File: src/rtl/control_unit_if.sv
// ============================================================================
// Module : control_unit_if
// Brief  : Control-unit bus between the sequencer and the 8-bit datapath/memory
// Rev    : 1.0  initial release
// ============================================================================
`default_nettype none

interface control_unit_if;
  logic [7:0] instr;
  logic       zero_flag;
  logic       carry_flag;
  logic       mem_ready;
  logic       mem_rd;
  logic       mem_wr;
  logic       mar_sel;
  logic       ir_load;
  logic       pc_inc;
  logic       pc_load;
  logic       a_load;
  logic       b_load;
  logic [2:0] alu_op;
  logic       halted;
  logic [3:0] debug_State;
  logic [7:0] retired;

  modport master (
    input  instr, zero_flag, carry_flag, mem_ready,
    output mem_rd, mem_wr, mar_sel, ir_load, pc_inc, pc_load,
           a_load, b_load, alu_op, halted, debug_State, retired
  );

  modport slave (
    output instr, zero_flag, carry_flag, mem_ready,
    input  mem_rd, mem_wr, mar_sel, ir_load, pc_inc, pc_load,
           a_load, b_load, alu_op, halted, debug_State, retired
  );
endinterface

`default_nettype wire

File: src/rtl/control_unit_fsm.sv
// ============================================================================
// Module : control_unit_fsm
// Brief  : Multi-cycle fetch/decode/execute sequencer with bounded memory wait
// Rev    : 1.0  initial release
// ============================================================================
`default_nettype none

module control_unit_fsm #(
  parameter int WAIT_MAX = 8
) (
  input  logic           clk,
  input  logic           rst,
  control_unit_if.master bus
);

  typedef enum logic [3:0] {
    S_FETCH  = 4'd0,
    S_DECODE = 4'd1,
    S_EXEC   = 4'd2,
    S_MEM    = 4'd3,
    S_HALT   = 4'd14,
    S_FAULT  = 4'd15
  } state_t;

  localparam logic [7:0] WAIT_LAST = 8'(WAIT_MAX - 1);

  state_t     state;
  logic [7:0] wait_cnt;
  logic [7:0] retired;
  logic [3:0] opcode;
  logic       wait_expired;

  assign opcode       = bus.instr[7:4];
  assign wait_expired = (wait_cnt == WAIT_LAST);

  always_ff @(posedge clk or posedge rst) begin
    if (rst) begin
      state    <= S_FETCH;
      wait_cnt <= 8'd0;
      retired  <= 8'd0;
    end else begin
      case (state)
        S_FETCH: begin
          if (bus.mem_ready) begin
            state    <= S_DECODE;
            wait_cnt <= 8'd0;
          end else if (wait_expired) begin
            state    <= S_FAULT;
            wait_cnt <= 8'd0;
          end else begin
            wait_cnt <= wait_cnt + 8'd1;
          end
        end
        S_DECODE: begin
          wait_cnt <= 8'd0;
          case (opcode)
            4'h0: begin
              state   <= S_FETCH;
              retired <= retired + 8'd1;
            end
            4'h1, 4'h2, 4'h7:
              state <= S_MEM;
            4'h3, 4'h4, 4'h5, 4'h6, 4'h8, 4'h9, 4'hA:
              state <= S_EXEC;
            4'hF: begin
              state   <= S_HALT;
              retired <= retired + 8'd1;
            end
            default:
              state <= S_FAULT;
          endcase
        end
        S_EXEC: begin
          state    <= S_FETCH;
          wait_cnt <= 8'd0;
          retired  <= retired + 8'd1;
        end
        S_MEM: begin
          if (bus.mem_ready) begin
            state    <= S_FETCH;
            wait_cnt <= 8'd0;
            retired  <= retired + 8'd1;
          end else if (wait_expired) begin
            state    <= S_FAULT;
            wait_cnt <= 8'd0;
          end else begin
            wait_cnt <= wait_cnt + 8'd1;
          end
        end
        S_HALT, S_FAULT: begin
          state    <= state;
          wait_cnt <= 8'd0;
        end
        default: begin
          state    <= S_FAULT;
          wait_cnt <= 8'd0;
        end
      endcase
    end
  end

  // Strobes are gated by rst so an in-flight access is dropped the moment reset rises.
  always_comb begin
    bus.mem_rd  = 1'b0;
    bus.mem_wr  = 1'b0;
    bus.mar_sel = 1'b0;
    bus.ir_load = 1'b0;
    bus.pc_inc  = 1'b0;
    bus.pc_load = 1'b0;
    bus.a_load  = 1'b0;
    bus.b_load  = 1'b0;
    bus.alu_op  = 3'd0;
    if (!rst) begin
      case (state)
        S_FETCH: begin
          bus.mem_rd  = 1'b1;
          bus.ir_load = bus.mem_ready;
          bus.pc_inc  = bus.mem_ready;
        end
        S_EXEC: begin
          case (opcode)
            4'h3, 4'h4, 4'h5, 4'h6: begin
              bus.alu_op = opcode[2:0] - 3'd3;
              bus.a_load = 1'b1;
            end
            4'h8:    bus.pc_load = 1'b1;
            4'h9:    bus.pc_load = bus.zero_flag;
            4'hA:    bus.pc_load = bus.carry_flag;
            default: bus.pc_load = 1'b0;
          endcase
        end
        S_MEM: begin
          bus.mar_sel = 1'b1;
          bus.mem_rd  = (opcode == 4'h1) || (opcode == 4'h2);
          bus.mem_wr  = (opcode == 4'h7);
          bus.a_load  = bus.mem_ready && (opcode == 4'h1);
          bus.b_load  = bus.mem_ready && (opcode == 4'h2);
        end
        default: ;
      endcase
    end
  end

  assign bus.halted      = !rst && ((state == S_HALT) || (state == S_FAULT));
  assign bus.debug_State = state;
  assign bus.retired     = retired;

endmodule

`default_nettype wire
File: src/flat_wrapper.sv
// flat-port wrapper written by rule: the top's interface ports become plain ports
module control_unit_fsm_flat 
#(
  parameter int WAIT_MAX = 8
)
  (clk, rst, bus_instr, bus_zero_flag, bus_carry_flag, bus_mem_ready, bus_mem_rd, bus_mem_wr, bus_mar_sel, bus_ir_load, bus_pc_inc, bus_pc_load, bus_a_load, bus_b_load, bus_alu_op, bus_halted, bus_debug_State, bus_retired);
  control_unit_if bus_i ();
  input  logic clk;
  input  logic rst;
  input wire logic [$bits(bus_i.instr)-1:0] bus_instr;
  input wire logic [$bits(bus_i.zero_flag)-1:0] bus_zero_flag;
  input wire logic [$bits(bus_i.carry_flag)-1:0] bus_carry_flag;
  input wire logic [$bits(bus_i.mem_ready)-1:0] bus_mem_ready;
  output wire logic [$bits(bus_i.mem_rd)-1:0] bus_mem_rd;
  output wire logic [$bits(bus_i.mem_wr)-1:0] bus_mem_wr;
  output wire logic [$bits(bus_i.mar_sel)-1:0] bus_mar_sel;
  output wire logic [$bits(bus_i.ir_load)-1:0] bus_ir_load;
  output wire logic [$bits(bus_i.pc_inc)-1:0] bus_pc_inc;
  output wire logic [$bits(bus_i.pc_load)-1:0] bus_pc_load;
  output wire logic [$bits(bus_i.a_load)-1:0] bus_a_load;
  output wire logic [$bits(bus_i.b_load)-1:0] bus_b_load;
  output wire logic [$bits(bus_i.alu_op)-1:0] bus_alu_op;
  output wire logic [$bits(bus_i.halted)-1:0] bus_halted;
  output wire logic [$bits(bus_i.debug_State)-1:0] bus_debug_State;
  output wire logic [$bits(bus_i.retired)-1:0] bus_retired;
  assign bus_i.instr = bus_instr;
  assign bus_i.zero_flag = bus_zero_flag;
  assign bus_i.carry_flag = bus_carry_flag;
  assign bus_i.mem_ready = bus_mem_ready;
  assign bus_mem_rd = bus_i.mem_rd;
  assign bus_mem_wr = bus_i.mem_wr;
  assign bus_mar_sel = bus_i.mar_sel;
  assign bus_ir_load = bus_i.ir_load;
  assign bus_pc_inc = bus_i.pc_inc;
  assign bus_pc_load = bus_i.pc_load;
  assign bus_a_load = bus_i.a_load;
  assign bus_b_load = bus_i.b_load;
  assign bus_alu_op = bus_i.alu_op;
  assign bus_halted = bus_i.halted;
  assign bus_debug_State = bus_i.debug_State;
  assign bus_retired = bus_i.retired;
  control_unit_fsm #(.WAIT_MAX(WAIT_MAX)) u_core (.clk(clk), .rst(rst), .bus(bus_i));
endmodule
File: config.mk
export PLATFORM = sky130hd
export DESIGN_NAME = control_unit_fsm_flat
export DESIGN_NICKNAME = d
export VERILOG_FILES = /design/src/rtl/control_unit_if.sv /design/src/rtl/control_unit_fsm.sv /design/src/flat_wrapper.sv
export SDC_FILE = /design/constraint.sdc
export NUM_CORES = 1
export LEC_CHECK = 0
export ABC_AREA = 1
export CORE_MARGIN = 1
export CORE_UTILIZATION = 30
export CTS_CLUSTER_DIAMETER = 30
export DETAILED_ROUTE_END_ITERATION = 7
export PLACE_DENSITY = 0.53
export SETUP_SLACK_MARGIN = 0.4
export SLEW_MARGIN = 15
export SYNTH_ARGS = -nofsm -noshare
export SYNTH_HDL_FRONTEND = slang
export SYNTH_SLANG_ARGS = --single-unit
File: constraint.sdc
create_clock -name clk -period 1.6 [get_ports clk]
set_input_delay 0.32 -clock clk [delete_from_list [all_inputs] [get_ports clk]]
set_output_delay 0.32 -clock clk [all_outputs]
set_load 0.01 [all_outputs]
==> results.sh, run 1 <==
export IMPL_hold_class="in -> async"
export IMPL_fin_nets=303
export IMPL_netlist_top_cells_count="31 x nand2_1, 25 x inv_1, 25 x nor2_1"
export IMPL_critical_path_buf_inv_count=4
export IMPL_path_clk_slew_ns=0.08
export IMPL_crit_top_cell="buf_6"
export IMPL_period_needed_ns=1.88
export IMPL_final_cells=335
export IMPL_async_flop_share_pct=100
export IMPL_critical_path_class="reg -> out"
export IMPL_cp_end_kind="primary output"
export IMPL_dp_cells=299
export IMPL_yosysSeqAreaShare_pct=36.5
export IMPL_antenna_left=0
export IMPL_finalInstanceArea_um2=2770
export IMPL_die_area_um2=4850
export IMPL_path_max_fanout=4
export IMPL_synth_area_leaders="dfrtp_1 36%, nand2_1 8.5%, inv_1 6.8%"
export IMPL_powerDensity_nw_per_um2=438
export IMPL_avgSynthCellArea_um2=7.71
export IMPL_hold_viol=0
export IMPL_core_region_area_um2=4380
export IMPL_outcome="finished with violations"
export IMPL_ys_warn_count=0
export IMPL_num_rows=24
export IMPL_placed_area_um2=2170
export IMPL_ys_flop_type="dfrtp_1"
export IMPL_place_gp_congestion=0.778
export IMPL_die_h_um=69.6
export IMPL_irDropWorstVdd_mv=0.274
export IMPL_yosys_area_top_type_share_pct=36.5
export IMPL_numCtsBuffers=3
export IMPL_syn_area_um2=1370
export IMPL_antenna_found_initial=0
export IMPL_regToRegSetupSlack_ns=0
export IMPL_maxCapViolCount=0
export IMPL_tightestPinTransition_ns=0.320
export IMPL_drc=0
export IMPL_clk_latency_ns=0.26
export IMPL_clockRootBuffer="clkbuf_8"
export IMPL_start_util_pct=31.3
export IMPL_wl_um=4460
export IMPL_grt_pass1_vias=1526
export IMPL_clock_skew_ns=0.00214
export IMPL_place_ws_ns=-0.944
export IMPL_startpoint_type="flip-flop"
export IMPL_synth_distinct_cells=32
export IMPL_fin_ws_ns=-0.283
export IMPL_finalCritPeriodShare_pct=118
export IMPL_dp_final_hpwl_um=2890
export IMPL_io_pins=37
export IMPL_synthCells=178
export IMPL_max_slew_margin_rel_pct=78.6
export IMPL_tns_ns=-2.65
export IMPL_cts_hold_fix_buffers=0
export IMPL_reg2regPathDepth=10
export IMPL_antenna_cells=0
export IMPL_synth_edf_count=0
export IMPL_die_x_um=69.6
export IMPL_area_growth_pct=102
export IMPL_slew_viol_final=0
export IMPL_crit_family="buffers and inverters"
export IMPL_critPathRequiredTime_ns=1.28
export IMPL_grt_overflow=0
export IMPL_synth_seq_cells=20
export IMPL_arrival_ns=1.56
export IMPL_grt_total_usage_pct=17.2
export IMPL_routedWlPerCell_um=13.3
export IMPL_htreeDepth=1
export IMPL_critPathSlowestCell="dfrtp_2"
export IMPL_yosysMostFrequentCell="nand2_1"
export IMPL_design_power_total_w=0.00121
export IMPL_slowest_delay_ns=0.41
export IMPL_clock_fmax_ghz=0.531
export IMPL_failed_checks="negative setup slack"
export IMPL_vias=1571
export IMPL_drt_vias_per_instance=4.69
export IMPL_p_leak_nw=1.35
export IMPL_grt_pass1_wl_um=6650
export IMPL_cts_tree="built"
export IMPL_clockBufferDepth=2
export IMPL_clock_sinks=20
export IMPL_rsz0062_at_grt="yes"
export IMPL_drt_initial_drc_count=34
export IMPL_synth_fp_nets=197
export IMPL_grt_max_degree=21
export IMPL_io_buffers=32
export IMPL_setup_viol=14
export IMPL_drive_above_1_share_pct=63.6
export IMPL_cp_cell_sequence="buf_6 -> nor2_4 -> buf_6 -> nand3_4 -> nand2_4 -> inv_2 -> a211oi_2 -> buf_2"
export IMPL_firstDrtPassIters=4
export IMPL_worst_path_stages=8
export IMPL_synth_top_area_cell="dfrtp_1"
-- flip-flops by register name, indices dropped and copies added (netlist names) --
register                cells
u_core.wait_cnt             8
u_core.bus.debug_State      4
u_core.bus.retired          8
-- where the power goes --
group          internal, W  switching (W)  total (W)  leakage, nW
combinational    0.0000947       0.000102   0.000196         1.06
clock             0.000334       0.000178   0.000513       0.0357
sequential        0.000505              0   0.000505        0.252
-- layout by cell type, fill, tap and decap left out, types with 5 or more instances in the layout --
cell type	instances
buf_4	40
buf_6	37
nand2_1	24
buf_2	17
inv_1	16
dfrtp_1	16
nor2_1	15
nor2_4	8
nand2_2	7
nand3_2	7
nand2_4	7
inv_2	6
nand3_1	6
nand3_4	6
nor2_2	5
xor2_1	5
-- cell type report --
class	instances	area [µm²]
flip-flops and latches	20	505
fillers	356	1610
inverters	28	144
multi-input cells	128	1090
repair buffers	103	893
clock buffers	3	41.3
well taps	52	65.1
clock inverters	1	30.0
-- logic make-up (layout without fill, tap and decap cells) --
logic type	Yosys count	count (layout)	share of synthesized area, %
AO/OA/AOI/OAI	14	14	6.47
adder cells (fa/ha/maj)	6	6	5.47
AND/OR/NAND/NOR	98	98	36.0
XOR/XNOR	10	10	6.38
buffers and inverters	30	135	9.21
flip-flops	20	20	36.5
-- repair_timing --
item	4_1_cts	5_1_grt
setup buffers	24	8
pin swaps	17	16
endpoints found under the setup margin	43	40
resized for setup	146	58
-- through the flow --
step / utilization [%] / hold slack (ns)
finish: 63.2 / 0.393
floorplan: - / 0.181
detailed placement: 49.6 / 0.446
CTS: 57.2 / 0.405
global route: 63.2 / 0.429
global placement: 49.6 / 0.441
-- final timing paths --
| check | start | to |
|---|---|---|
| worst max-delay path | u_core.bus.debug_State[3]$_DFFE_PP0P_ | bus_mem_rd |
| worst min-delay path | rst | u_core.bus.debug_State[2]$_DFFE_PP0P_ |
| worst max register to register | u_core.bus.debug_State[3]$_DFFE_PP0P_ | u_core.bus.retired[5]$_DFFE_PP0P_ |
| worst min register to register | u_core.wait_cnt[0]$_DFF_PP0_ | u_core.wait_cnt[0]$_DFF_PP0_ |
| max in group asynchronous | rst | u_core.bus.debug_State[3]$_DFFE_PP0P_ |
| min in group clk | u_core.wait_cnt[0]$_DFF_PP0_ | u_core.wait_cnt[0]$_DFF_PP0_ |
-- layer usage --
metal / vias to the layer above / share of wire, % / track usage, %
li1: 780 / - / -
met2: 30 / 55 / 31.6
met1: 753 / 40 / 19.6
met5: - / 0 / 0
met4: 0 / 1.8 / 5.33
met3: 8 / 3.1 / 3.78
-- worst min-delay path: stages --
cell and delay [ns]:
dlygate4sd2_1 0.28, clkinvlp_4 0.08, buf_4 0.10, buf_4 0.27
Note: power is estimated with default switching activity, not from simulation.
==> run 2: changes to the inputs <==
Settings changed: CORE_MARGIN 1 to not set, SKIP_LAST_GASP set to 1.
==> results.sh, run 2 (synthesis gave the netlist of run 1 again) <==
export IMPL_outcome="finished with violations"
export IMPL_failed_checks="negative setup slack"
export IMPL_clk_latency_ns=0.26
export IMPL_pwr_share_clk_pct=41.9
export IMPL_fill_cells=348
export IMPL_p_int_w=0.000938
export IMPL_die_h_um=69.6
export IMPL_core_region_area_um2=4380
export IMPL_vias=1613
export IMPL_clock_fmax_ghz=0.529
export IMPL_place_ws_ns=-0.944
export IMPL_hold_ws_ns=0.388
export IMPL_clockBufferDepth=2
export IMPL_firstDrtPassIters=4
export IMPL_clock_sinks=20
export IMPL_antenna_found_initial=0
export IMPL_tightestPinTransition_ns=0.317
export IMPL_htreeDepth=1
export IMPL_place_gp_congestion=0.778
export IMPL_p_leak_nw=1.36
export IMPL_arrival_ns=1.57
export IMPL_antenna_left=0
export IMPL_dp_final_hpwl_um=2890
export IMPL_layout_common_cells="45 x buf_4, 38 x buf_6, 22 x nand2_1"
export IMPL_slowest_delay_ns=0.43
export IMPL_grt_pass1_wl_um=6820
export IMPL_p_seq_share_pct=41.5
export IMPL_powerDensity_nw_per_um2=432
export IMPL_max_slew_margin_rel_pct=78.8
export IMPL_slew_viol_final=0
export IMPL_numCtsBuffers=3
export IMPL_crit_top_cell="buf_6"
export IMPL_io_pins=37
export IMPL_fin_nets=309
export IMPL_irDropWorstVdd_mv=0.404
export IMPL_grt_max_degree=21
export IMPL_path_clk_slew_ns=0.07
export IMPL_hold_class="in -> async"
export IMPL_critPathSlowestCell="dfrtp_2"
export IMPL_wl_um=4580
export IMPL_drt_vias_per_instance=4.73
export IMPL_cts_tree="built"
export IMPL_io_buffers=32
export IMPL_critical_path_buf_inv_count=4
export IMPL_num_rows=24
export IMPL_period_needed_ns=1.89
export IMPL_rsz0062_at_grt="yes"
export IMPL_final_common_cell="buf_4"
export IMPL_critical_path_class="reg -> out"
export IMPL_setup_viol=13
export IMPL_maxCapViolCount=0
export IMPL_cp_cell_sequence="buf_6 -> nor2_4 -> buf_6 -> nand3_4 -> nand2_4 -> inv_2 -> a211oi_2 -> buf_2"
export IMPL_cts_hold_fix_buffers=0
export IMPL_finalCritPeriodShare_pct=118
export IMPL_start_util_pct=31.3
export IMPL_drc=0
export IMPL_critPathRequiredTime_ns=1.28
export IMPL_clock_skew_ns=0.00192
export IMPL_path_max_fanout=4
export IMPL_routedWlPerCell_um=13.4
export IMPL_die_x_um=69.6
export IMPL_grt_pass1_vias=1561
export IMPL_cp_end_kind="primary output"
export IMPL_p_switching_w=0.000279
export IMPL_crit_family="buffers and inverters"
export IMPL_drt_initial_drc_count=44
export IMPL_grt_overflow=0
export IMPL_startpoint_type="flip-flop"
export IMPL_final_core_util_pct=64.3
export IMPL_comb_power_share_pct=16.6
export IMPL_die_area_um2=4850
export IMPL_area_growth_pct=105
export IMPL_drive_above_1_share_pct=65.4
export IMPL_switching_share_pct=22.9
export IMPL_fin_ws_ns=-0.290
export IMPL_design_power_total_w=0.00122
export IMPL_antenna_cells=0
export IMPL_grt_total_usage_pct=17.5
export IMPL_hold_viol=0
export IMPL_clockRootBuffer="clkbuf_8"
-- run 2: layer usage --
metal  up-vias  GRT usage (%)  share of wire [%]  wire [µm]
li1        790              -                  -          -
met1       780           19.9                 39       1800
met2        33           32.5                 56       2550
met3        10           3.78                2.9        134
met4         0           5.33                2.2        101
met5         -              0                  0          0
-- run 2: final timing paths --
check,slack [ns],cells after the start,startpoint,endpoint
min in group clk,0.45,1,u_core.wait_cnt[0]$_DFF_PP0_,u_core.wait_cnt[0]$_DFF_PP0_
max reg2reg,0.01,10,u_core.bus.debug_State[2]$_DFFE_PP0P_,u_core.bus.retired[3]$_DFFE_PP0P_
max in group asynchronous,0.98,4,rst,u_core.bus.debug_State[0]$_DFFE_PP0P_
min reg2reg,0.45,1,u_core.wait_cnt[0]$_DFF_PP0_,u_core.wait_cnt[0]$_DFF_PP0_
max,-0.29,8,u_core.bus.debug_State[3]$_DFFE_PP0P_,bus_mem_rd
min,0.39,4,rst,u_core.bus.debug_State[2]$_DFFE_PP0P_
-- run 2: through the flow --
stage | std cells | TNS, ns | instance area, µm²
2_1_floorplan | 178 | 0 | 1510
3_3_place_gp | 299 | -13.90 | 2170
3_5_place_dp | 299 | -14.60 | 2170
4_1_cts | 327 | -2.64 | 2480
5_1_grt | 341 | -3.67 | 2820
6_report | 341 | -2.66 | 2820
-- run 2: power groups by stage --
stage / logic [W] / clock network [W] / registers, W
final: 0.000202 / 0.000510 / 0.000505
after global routing: 0.000218 / 0.000543 / 0.000505
after CTS: 0.000180 / 0.000519 / 0.000505
after detailed placement: 0.000158 / 0 / 0.000515
after global placement: 0.000154 / 0 / 0.000515
after floorplan: 0.0000687 / 0 / 0.000515
-- run 2: area by class of cell --
type / instances / area (µm²) / share of cell area, %
clock buffers: 3 / 41.3 / 1.46
clock inverters: 1 / 30.0 / 1.07
inverters: 28 / 139 / 4.93
multi-input cells: 128 / 1100 / 39.0
flip-flops and latches: 20 / 505 / 17.9
well taps: 52 / 65.1 / 2.31
repair buffers: 109 / 938 / 33.3
-- run 2: worst reg2reg max path, cell delays in order, from the launching register on --
cell and delay, ns:
dfrtp_2 0.46, inv_2 0.09, nand2_4 0.06, buf_4 0.14, buf_6 0.11, a21oi_4 0.12, nand2_2 0.08, inv_4 0.11
buf_6 0.11, nand3_4 0.07, xnor2_2 0.14
-- run 2: what timing repair did --
action / 4_1_cts / 5_1_grt
endpoints found under the hold margin: 0 / 0
endpoints found under the setup margin: 43 / 40
resized for setup: 136 / 66
buffers inserted: 24 / 14
pin swaps: 14 / 32
==> run 3: changes to the inputs <==
Settings changed: DONT_BUFFER_PORTS set to 1, PLACE_DENSITY 0.53 to 0.43.
==> results.sh, run 3 (synthesis gave the netlist of run 1 again) <==
export IMPL_die_h_um=69.6
export IMPL_outcome="finished with violations"
export IMPL_grt_total_usage_pct=14.3
export IMPL_fin_nets=234
export IMPL_grt_pass1_wl_um=5720
export IMPL_fin_ws_ns=-0.210
export IMPL_final_cells=266
export IMPL_core_region_area_um2=4380
export IMPL_reg2regPathDepth=12
export IMPL_critPathLaunch="u_core.bus.debug_State[2]$_DFFE_PP0P_"
export IMPL_rsz0062_at_grt="yes"
export IMPL_timing_rr_start="u_core.bus.debug_State[1]$_DFFE_PP0P_"
export IMPL_design_power_total_w=0.000981
export IMPL_dp_cells=239
export IMPL_r2r_end="u_core.bus.retired[4]$_DFFE_PP0P_"
export IMPL_clock_fmax_ghz=0.553
export IMPL_irDropWorstVdd_mv=0.246
export IMPL_critical_path_class="reg -> out"
export IMPL_wl_um=3460
export IMPL_comb_power_share_pct=8.5
export IMPL_arrival_ns=1.49
export IMPL_htreeDepth=1
export IMPL_path_clk_slew_ns=0.08
export IMPL_io_buffers=0
export IMPL_grt_pass1_vias=1292
export IMPL_drt_initial_drc_count=34
export IMPL_tightestPinTransition_ns=0.538
export IMPL_clockBufferDepth=2
export IMPL_die_x_um=69.6
export IMPL_powerDensity_nw_per_um2=472
export IMPL_dp_final_hpwl_um=2410
export IMPL_layout_common_cells="30 x nand2_1, 22 x buf_4, 16 x inv_1, 16 x dfrtp_1, 13 x nor2_1"
export IMPL_max_slew_margin_rel_pct=64.0
export IMPL_maxCapViolCount=0
export IMPL_hold_viol=0
export IMPL_min_delay_start="bus_instr[6]"
export IMPL_p_leak_nw=0.929
export IMPL_firstDrtPassIters=3
export IMPL_die_area_um2=4850
export IMPL_vias=1272
export IMPL_clk_latency_ns=0.26
export IMPL_failed_checks="negative setup slack"
export IMPL_grt_max_degree=12
export IMPL_clockRootBuffer="clkbuf_8"
export IMPL_antenna_cells=0
export IMPL_drt_vias_per_instance=4.78
export IMPL_path_max_fanout=4
export IMPL_finalCritPeriodShare_pct=113
export IMPL_hold_class="in -> reg"
export IMPL_drive_above_1_share_pct=48.6
export IMPL_slew_viol_final=0
export IMPL_pwr_share_clk_pct=40.0
export IMPL_placed_area_um2=1640
export IMPL_num_rows=24
export IMPL_critPathRequiredTime_ns=1.28
export IMPL_drc=0
export IMPL_clock_skew_ns=0.00160
export IMPL_startpoint_type="flip-flop"
export IMPL_hold_path_depth=4
export IMPL_p_seq_share_pct=51.5
export IMPL_setup_viol=16
export IMPL_finalInstanceArea_um2=2080
export IMPL_clock_sinks=20
export IMPL_p_switching_w=0.000224
export IMPL_grt_overflow=0
export IMPL_period_needed_ns=1.81
export IMPL_place_gp_congestion=0.765
export IMPL_switching_share_pct=22.8
export IMPL_hold_ws_ns=0.353
export IMPL_antenna_left=0
export IMPL_io_pins=37
export IMPL_area_growth_pct=51.4
export IMPL_p_int_w=0.000756
export IMPL_cts_tree="built"
export IMPL_routedWlPerCell_um=13.0
export IMPL_final_common_cell="nand2_1"
export IMPL_start_util_pct=31.3
export IMPL_numCtsBuffers=3
export IMPL_regToRegSetupSlack_ns=-0.07
export IMPL_cp_end_kind="primary output"
export IMPL_min_to="u_core.bus.debug_State[3]$_DFFE_PP0P_"
export IMPL_antenna_found_initial=0
[run 3: cell types whose count changed in the layout (fill, tap and decap cells not counted), moves of 3 or more]
cell	change
buf_2	-17
nand2_1	+8
nand3_1	+3
dlygate4sd2_1	-3
a21oi_1	+3
buf_6	-28
clkdlybuf4s50_1	-3
nand2_2	-8
buf_4	-23
[run 3: how the worst max path moves through the flow]
stage / to
floorplan: bus_alu_op[1]
global placement: bus_pc_load
detailed placement: bus_pc_load
CTS: bus_alu_op[2]
global route: bus_pc_load
finish: bus_mem_rd
[run 3: critical path: stages, from the launching register on]
cell and delay [ns]:
dfrtp_2 0.45, nor2_4 0.16, buf_4 0.13, nand3_4 0.10
nand2_4 0.09, inv_1 0.05, a211oi_2 0.24
[run 3: power by group through the flow]
stage | clock (W) | sequential, W | combinational (W)
floorplan | 0 | 0.000515 | 0.0000687
global placement | 0 | 0.000515 | 0.0000786
detailed placement | 0 | 0.000515 | 0.0000786
CTS | 0.000408 | 0.000505 | 0.0000836
global route | 0.000422 | 0.000505 | 0.0000960
finish | 0.000392 | 0.000505 | 0.0000837
[run 3: routing by layer]
layer	track usage (%)	up-vias	part of all wire, %
met2	23.2	30	48
li1	-	649	-
met4	4.22	0	1.4
met5	0	-	0
met3	4.22	6	5.0
met1	18.4	587	46
[run 3: what timing repair did]
action | in CTS | in global routing
pin swaps | 12 | 12
endpoints found under the setup margin | 31 | 35
endpoints found under the hold margin | 11 | 0
hold buffers | 2 | 0
setup buffers | 10 | 11
gates resized for setup | 17 | 32
cloned | 0 | 0
[run 3: through the flow]
step	utilization, %	worst slack (ns)	TNS, ns
floorplan	-	0.126	0
global placement	37.5	0.0479	0
detailed placement	37.5	0.0338	0
CTS	42.4	-0.246	-1.41
global route	47.4	-0.308	-2.87
finish	47.4	-0.210	-1.55
[run 3: layout make-up]
cell class / count / area, µm²
Clock buffer: 4 / 55.1
Fill cell: 419 / 2310
Inverter: 28 / 144
Multi-Input combinational cell: 128 / 1010
Sequential cell: 20 / 505
Tap cell: 52 / 65.1
Timing Repair Buffer: 34 / 298
